$ cat src/rtl/playback_worker_pkg.sv
// Shared definitions for the stream workers: FSM encoding and default counter width.
package playback_worker_pkg;

  localparam int unsigned PW_LEN_WIDTH = 32;

  typedef enum logic [1:0] {
    ST_IDLE  = 2'd0,
    ST_PAD   = 2'd1,
    ST_PLAY  = 2'd2,
    ST_DRAIN = 2'd3
  } pw_state_t;

endpackage

$ cat src/rtl/playback_worker_skid.sv
// Two-entry registered AXI4-Stream slice; output driven straight from the head register.
module axis_skid_buffer #(
  parameter int unsigned P_WIDTH = 37
) (
  input  logic               clk,
  input  logic               rst_n,
  input  logic               s_valid,
  input  logic [P_WIDTH-1:0] s_data,
  output logic               s_ready,
  output logic               m_valid,
  output logic [P_WIDTH-1:0] m_data,
  input  logic               m_ready
);

  logic [P_WIDTH-1:0] head;
  logic [P_WIDTH-1:0] tail;
  logic [1:0]         count;
  logic               push;
  logic               pop;

  assign s_ready = (count != 2'd2);
  assign m_valid = (count != 2'd0);
  assign m_data  = head;
  assign push    = s_valid && s_ready;
  assign pop     = m_valid && m_ready;

  always_ff @(posedge clk or negedge rst_n) begin
    if (!rst_n) begin
      head  <= '0;
      tail  <= '0;
      count <= '0;
    end else begin
      unique case ({push, pop})
        2'b10: begin
          if (count == 2'd0) head <= s_data;
          else               tail <= s_data;
          count <= count + 2'd1;
        end
        2'b01: begin
          head  <= tail;
          count <= count - 2'd1;
        end
        2'b11: begin
          // simultaneous push/pop keeps occupancy; new beat lands behind whatever remains
          if (count == 2'd1) begin
            head <= s_data;
          end else begin
            head <= tail;
            tail <= s_data;
          end
        end
        default: ;
      endcase
    end
  end

endmodule

$ cat src/rtl/playback_worker.sv
// Playback stream worker: one framed AXI4-Stream burst (optional zero pad + payload) per length command.
module playback_worker
  import playback_worker_pkg::*;
#(
  parameter int unsigned C_S_AXIS_TDATA_WIDTH = 32,
  parameter int unsigned C_M_AXIS_TDATA_WIDTH = 32,
  parameter int unsigned C_LEN_WIDTH          = PW_LEN_WIDTH
) (
  input  logic                              S_AXIS_ACLK,
  input  logic                              S_AXIS_ARESETN,
  input  logic [C_S_AXIS_TDATA_WIDTH-1:0]   S_AXIS_TDATA,
  input  logic [C_S_AXIS_TDATA_WIDTH/8-1:0] S_AXIS_TSTRB,
  input  logic                              S_AXIS_TLAST,
  input  logic                              S_AXIS_TVALID,
  output logic                              S_AXIS_TREADY,
  output logic                              M_AXIS_TVALID,
  output logic [C_M_AXIS_TDATA_WIDTH-1:0]   M_AXIS_TDATA,
  output logic [C_M_AXIS_TDATA_WIDTH/8-1:0] M_AXIS_TSTRB,
  output logic                              M_AXIS_TLAST,
  input  logic                              M_AXIS_TREADY,
  input  logic [C_LEN_WIDTH-1:0]            stream_len,
  input  logic [C_LEN_WIDTH-1:0]            pad_length,
  input  logic                              len_valid,
  output logic                              len_ready,
  output logic                              done,
  output logic [C_LEN_WIDTH-1:0]            underrun_count,
  input  logic                              underrun_clear
);

  localparam int unsigned DW = C_M_AXIS_TDATA_WIDTH;
  localparam int unsigned SW = C_M_AXIS_TDATA_WIDTH / 8;
  localparam int unsigned PW = DW + SW + 1;
  localparam logic [C_LEN_WIDTH-1:0] LEN_ONE = {{(C_LEN_WIDTH-1){1'b0}}, 1'b1};

  pw_state_t              state;
  pw_state_t              state_next;
  logic [C_LEN_WIDTH-1:0] len_cnt;
  logic [C_LEN_WIDTH-1:0] pad_cnt;

  logic          push_valid;
  logic          push_last;
  logic [DW-1:0] push_tdata;
  logic [SW-1:0] push_tstrb;
  logic          push_fire;
  logic          skid_ready;
  logic [PW-1:0] skid_out;
  logic          cmd_fire;
  logic          tlast_fire;
  logic          unused_tlast;

  assign unused_tlast = S_AXIS_TLAST;
  assign len_ready    = (state == ST_IDLE);
  assign cmd_fire     = len_valid && len_ready;
  assign push_fire    = push_valid && skid_ready;
  assign tlast_fire   = M_AXIS_TVALID && M_AXIS_TREADY && M_AXIS_TLAST;

  always_ff @(posedge S_AXIS_ACLK or negedge S_AXIS_ARESETN) begin
    if (!S_AXIS_ARESETN) state <= ST_IDLE;
    else                 state <= state_next;
  end

  always_comb begin
    state_next = state;
    unique case (state)
      ST_IDLE: begin
        if (cmd_fire) begin
          if (pad_length != '0)      state_next = ST_PAD;
          else if (stream_len != '0) state_next = ST_PLAY;
        end
      end
      ST_PAD: begin
        if (push_fire && pad_cnt == LEN_ONE)
          state_next = (len_cnt != '0) ? ST_PLAY : ST_DRAIN;
      end
      ST_PLAY: begin
        if (push_fire && len_cnt == LEN_ONE) state_next = ST_DRAIN;
      end
      ST_DRAIN: begin
        if (tlast_fire) state_next = ST_IDLE;
      end
      default: state_next = ST_IDLE;
    endcase
  end

  // TLAST marks the final pushed beat of pad+payload; upstream framing is never consulted
  always_comb begin
    push_valid    = 1'b0;
    push_last     = 1'b0;
    push_tdata    = '0;
    push_tstrb    = '0;
    S_AXIS_TREADY = 1'b0;
    unique case (state)
      ST_PAD: begin
        push_valid = 1'b1;
        push_tstrb = '1;
        push_last  = (pad_cnt == LEN_ONE) && (len_cnt == '0);
      end
      ST_PLAY: begin
        S_AXIS_TREADY = skid_ready;
        push_valid    = S_AXIS_TVALID;
        push_tdata    = S_AXIS_TDATA;
        push_tstrb    = S_AXIS_TSTRB;
        push_last     = (len_cnt == LEN_ONE);
      end
      default: ;
    endcase
  end

  always_ff @(posedge S_AXIS_ACLK or negedge S_AXIS_ARESETN) begin
    if (!S_AXIS_ARESETN) begin
      len_cnt <= '0;
      pad_cnt <= '0;
    end else if (cmd_fire) begin
      len_cnt <= stream_len;
      pad_cnt <= pad_length;
    end else begin
      if (state == ST_PAD && push_fire && pad_cnt != '0)  pad_cnt <= pad_cnt - LEN_ONE;
      if (state == ST_PLAY && push_fire && len_cnt != '0) len_cnt <= len_cnt - LEN_ONE;
    end
  end

  always_ff @(posedge S_AXIS_ACLK or negedge S_AXIS_ARESETN) begin
    if (!S_AXIS_ARESETN) begin
      done <= 1'b0;
    end else begin
      done <= (cmd_fire && stream_len == '0 && pad_length == '0) ||
              (state == ST_DRAIN && tlast_fire);
    end
  end

  always_ff @(posedge S_AXIS_ACLK or negedge S_AXIS_ARESETN) begin
    if (!S_AXIS_ARESETN) begin
      underrun_count <= '0;
    end else if (underrun_clear) begin
      underrun_count <= '0;
    end else if (state == ST_PLAY && !S_AXIS_TVALID && skid_ready && underrun_count != '1) begin
      underrun_count <= underrun_count + LEN_ONE;
    end
  end

  axis_skid_buffer #(
    .P_WIDTH(PW)
  ) u_skid (
    .clk     (S_AXIS_ACLK),
    .rst_n   (S_AXIS_ARESETN),
    .s_valid (push_valid),
    .s_data  ({push_last, push_tstrb, push_tdata}),
    .s_ready (skid_ready),
    .m_valid (M_AXIS_TVALID),
    .m_data  (skid_out),
    .m_ready (M_AXIS_TREADY)
  );

  assign M_AXIS_TDATA = skid_out[DW-1:0];
  assign M_AXIS_TSTRB = skid_out[DW+SW-1:DW];
  assign M_AXIS_TLAST = skid_out[PW-1];

endmodule

$ cat config.mk
export PLATFORM = sky130hd
export DESIGN_NAME = playback_worker
export DESIGN_NICKNAME = d
export VERILOG_FILES = /design/src/rtl/playback_worker_pkg.sv /design/src/rtl/playback_worker_skid.sv /design/src/rtl/playback_worker.sv
export SDC_FILE = /design/constraint.sdc
export NUM_CORES = 1
export LEC_CHECK = 0
export ABC_AREA = 0
export CAP_MARGIN = 10
export CORE_ASPECT_RATIO = 1.5
export CORE_MARGIN = 2
export CORE_UTILIZATION = 53
export CTS_CLUSTER_SIZE = 16
export DETAILED_ROUTE_END_ITERATION = 10
export PLACE_DENSITY = 0.81
export SYNTH_ARGS = -nofsm -noshare
export SYNTH_HDL_FRONTEND = slang
export SYNTH_SLANG_ARGS = --single-unit
export TNS_END_PERCENT = 10
$ cat constraint.sdc
create_clock -name S_AXIS_ACLK -period 3.4 [get_ports S_AXIS_ACLK]
set_input_delay 0.34 -clock S_AXIS_ACLK [delete_from_list [all_inputs] [get_ports S_AXIS_ACLK]]
set_output_delay 0.34 -clock S_AXIS_ACLK [all_outputs]
set_load 0.03 [all_outputs]
==> out/qor_table.md <==
| Quantity | Reported | Unit |
|---|---|---|
| Outcome | finished clean | - |
| Hold Violations, Final | 0 | - |
| Number of top-level pins | 180 | - |
| Setup repair after global routing missed its margin | no | - |
| Fin Setup TNS | 0 | ns |
| Ratio of cells with drive above 1 in the final layout | 5.82 | % |
| Cell count after synthesis | 1066 | - |
| Worst Clk Skew | 0.0145 | ns |
| Worst reg2reg path startpoint | len_cnt[3] | - |
| Non-filler cells, final | 1450 | - |
| Max stage delay cell, worst path | sky130_fd_sc_hd__clkdlybuf4s50_1 | - |
| Count of yosys warnings during synthesis | 0 | - |
| Critical path launch point type | register | - |
| Nets | 1348 | - |
| Clk network pwr share | 22.4 | % |
| Chip Height | 166 | um |
| Transition time at the pin with the least slew margin | 0.843 | ns |
| Shortest clock period the worst path allows after layout | 2.95 | ns |
| Critical path buffer and inverter count | 4 | - |
| Final Max Slew Viols | 0 | - |
| Global-route total usage across every layer | 25.3 | % |
| Arr. time, crit path | 2.61 | ns |
| Number of remaining DRC errors | 0 | - |
| Most common cell after layout, fill and taps aside | sky130_fd_sc_hd__nand2_1 | - |
| Register bit count reported by yosys | 175 | - |
| Relative contribution of sequential cells to total power | 37.9 | % |
| Post-synthesis async set-or-reset flop share | 100 | % |
| CTS Sinks | 175 | - |
| N_diodes | 0 | - |
| Bufs on Longest Clock Path | 2 | - |
| Cts bufs inserted | 17 | - |
| Clock tree from TritonCTS | yes | - |
| Initial Utilization | 53.9 | % |
| Relative slew slack | 43.8 | % |
| WL per Instance | 16.2 | um |
| Worst reg2reg path endpoint | state[1] | - |
| Switch share | 40.7 | % |
| Final Setup Violations | 0 | - |
| Clock slew at the register clock pins of the worst setup and hold paths | 0.07 | ns |
| Total number of vias | 8386 | - |
| Primary flip-flop cell chosen by synthesis mapping | sky130_fd_sc_hd__dfrtp_1 | - |
| Global-route wire length before repair | 39100 | um |
| Delay contributed by the slowest stage of the critical path | 0.72 | ns |
| Maximum operating frequency | 339 | MHz |
| Sequential element share of the synthesized area | 47.1 | % |
| Syn Area/Cell | 8.73 | um2 |
| Pin count of the biggest net entering global routing | 83 | - |
| Cell-by-cell trace of the critical path | inv_1 > ha_1 > buf_4 > inv_1 > nor2_1 > clkdlybuf4s50_1 | - |
| Die W | 112 | um |
| Synthesized Nets | 1190 | - |
| DIE AREA | 18700 | um2 |
| Vias in the first global route | 8167 | - |
| Yosys cell types | 46 | - |
| Cell depth of the worst flop-to-flop path | 6 | - |
| Total gr overflow | 0 | - |
| End point of the critical path | S_AXIS_TREADY | - |
| Kind of cell with the highest combined delay on the critical path | buffers and inverters | - |
| Class of the tightest hold or removal check | reg -> reg | - |
| P per Cell Area | 716 | nW/um2 |
| Clock latency of the later-clocked register in the worst-skew pair | 0.42 | ns |
| Commonest cells after routing, fill and taps aside | 189 x sky130_fd_sc_hd__nand2_1, 177 x sky130_fd_sc_hd__clkdlybuf4s50_1, 175 x sky130_fd_sc_hd__dfrtp_1 | - |
| Final wirelength | 23500 | um |
| Length of the first detailed-routing pass in iterations | 7 | - |
| Share of the clock period used by the worst path after layout | 86.7 | % |
| Number of logic stages on the critical path including buffering | 6 | - |
| Crit-path most repeated cell | sky130_fd_sc_hd__inv_1 | - |
| Register-to-register setup slack | 0.50 | ns |
| Cell count after placement | 1417 | - |
| Final HPWL DP | 16400 | um |
| Number of buffer cells added on primary ports | 178 | - |
| Remaining number of nets flagged by the antenna check after routing | 0 | - |
| Antenna violations before repair | 0 | - |
| FP Rows | 59 | - |
| CP Launch Point | state[0] | - |
| Cell internal power dissipation | 5.07 | mW |
| Syn Std Cell Area | 9310 | um2 |
| VDD IR-drop max | 0.000535 | V |
| DRC marker count from the first detailed-route iteration | 568 | - |
| Net Sw Power | 3.48 | mW |
| Via count normalized by instance count | 5.78 | - |
| Data required time of the worst path | 3.06 | ns |
| Power share of the combinational group | 39.7 | % |
| Max cap viols | 0 | - |
| Total core area | 17300 | um2 |
| Worst Path Class, Setup | reg -> out | - |
| GPL Wtd Cong | 0.865 | - |
| Leakage power of the design | 4.62 | nW |
| Area growth from synthesis to layout | 28.3 | % |
| Top fanout value on the critical path | 37 | - |
| H-Tree Depth | 4 | - |
| Cell chosen for the clock root | sky130_fd_sc_hd__clkbuf_16 | - |
| Critical path endpoint category | primary output | - |
| Number of enable flip-flop cells after synthesis | 0 | - |
## flip-flops by register name, indices dropped and copies added (netlist names)
signal	cells
done	1
len_cnt	32
pad_cnt	32
state	2
u_skid.count	2
u_skid.m_data	37
u_skid.tail	37
underrun_count	32
## metrics by stage
stage	area [um2]	total power [mW]	hold WS, ns	setup slack (ns)	util [%]
final	11900	8.54	0.479	0.451	69.1
after global routing	11900	9.10	0.501	0.241	69.1
after CTS	11900	8.56	0.485	0.433	69.1
after detailed placement	11300	6.64	0.438	0.495	65.7
after global placement	11300	6.53	0.438	0.586	65.7
after floorplan	9310	5.45	0.0444	0.625	-
## power by group through the flow
stage	Sequential (mW)	Combinational [mW]	Clock (mW)
4_1_cts	3.22	3.41	1.94
3_5_place_dp	3.25	3.39	0
5_1_grt	3.32	3.75	2.03
2_1_floorplan	3.43	2.02	0
6_report	3.24	3.39	1.91
3_3_place_gp	3.22	3.31	0
## cell type report
type | instances | area, um2
clock buffers | 17 | 425
inverters | 21 | 78.8
well taps | 213 | 267
fillers | 1426 | 5340
flip-flops and latches | 175 | 4380
repair buffers | 200 | 1990
multi-input cells | 809 | 4640
clock inverters | 15 | 151
## logic make-up after synthesis
group	count (synthesis)	synth area share, %
muxes	2	0.242
adders and majority gates	17	2.29
DFF	175	47.1
xor gates and xnor gates	84	7.91
AOI/OAI and AO/OA	221	13.9
buffers and inverters	82	3.32
and+or+nand+nor	485	25.3
## how the worst min path moves through the flow
stage                     startpoint          endpoint  slack [ns]  cells past startpoint
floorplan             S_AXIS_ARESETN              done        0.04                      0
global placement      S_AXIS_ARESETN       len_cnt[21]        0.44                      1
detailed placement    S_AXIS_ARESETN       len_cnt[21]        0.44                      1
CTS                 u_skid.m_data[5]  u_skid.m_data[5]        0.49                      2
global route           pad_length[5]        pad_cnt[5]        0.50                      3
finish              u_skid.m_data[5]  u_skid.m_data[5]        0.48                      2
## cells in the mapped netlist (2+ instances only)
master,n,share of area [%]
sky130_fd_sc_hd__nand2b_1,7,0.47
sky130_fd_sc_hd__or3_1,23,1.5
sky130_fd_sc_hd__nand3b_1,3,0.24
sky130_fd_sc_hd__nor4_4,2,0.46
sky130_fd_sc_hd__dfrtp_1,175,47
sky130_fd_sc_hd__nand4_1,10,0.67
sky130_fd_sc_hd__nand3_1,31,1.7
sky130_fd_sc_hd__nor3_1,40,2.2
sky130_fd_sc_hd__clkbuf_1,57,2.3
sky130_fd_sc_hd__nor2_1,79,3.2
sky130_fd_sc_hd__nor4_1,48,3.2
sky130_fd_sc_hd__xor2_1,8,0.75
sky130_fd_sc_hd__ha_1,17,2.3
sky130_fd_sc_hd__nor2b_1,2,0.13
sky130_fd_sc_hd__a31oi_1,8,0.54
sky130_fd_sc_hd__or2_2,7,0.47
sky130_fd_sc_hd__mux2_1,2,0.24
sky130_fd_sc_hd__and2_1,7,0.47
sky130_fd_sc_hd__a2bb2oi_1,32,3.0
sky130_fd_sc_hd__or4_1,10,0.81
sky130_fd_sc_hd__o211ai_1,2,0.16
sky130_fd_sc_hd__inv_1,21,0.85
sky130_fd_sc_hd__nor4b_1,3,0.28
sky130_fd_sc_hd__nor3b_1,3,0.24
sky130_fd_sc_hd__nand2_1,190,7.7
sky130_fd_sc_hd__a21oi_1,43,2.3
sky130_fd_sc_hd__xnor2_1,76,7.2
sky130_fd_sc_hd__a2111oi_0,2,0.19
sky130_fd_sc_hd__o21ai_0,121,6.5
sky130_fd_sc_hd__and4_1,5,0.47
sky130_fd_sc_hd__a211oi_1,5,0.40
sky130_fd_sc_hd__buf_1,3,0.12
sky130_fd_sc_hd__and3_1,11,0.74
## metal layers
layer	share of wire, %	wire (um)	GRT usage (%)	vias up
li1	-	-	-	4052
met1	43	10100	32.0	4063
met2	51	12100	43.9	243
met3	4.4	1030	4.34	28
met4	1.7	395	8.06	0
met5	0	0	0	-
## what timing repair did
item | CTS | global route
setup buffers | 0 | 0
hold endpoints to repair | 17 | 0
setup endpoints to repair | 0 | 0
resized for setup | 0 | 0
hold buffers | 1 | 0
## worst min-delay path, stage by stage (launching register included)
cell and delay [ns]:
sky130_fd_sc_hd__dfrtp_1 0.34, sky130_fd_sc_hd__nand2_1 0.04, sky130_fd_sc_hd__o21ai_0 0.06
Note: power is estimated with default switching activity, not from simulation.
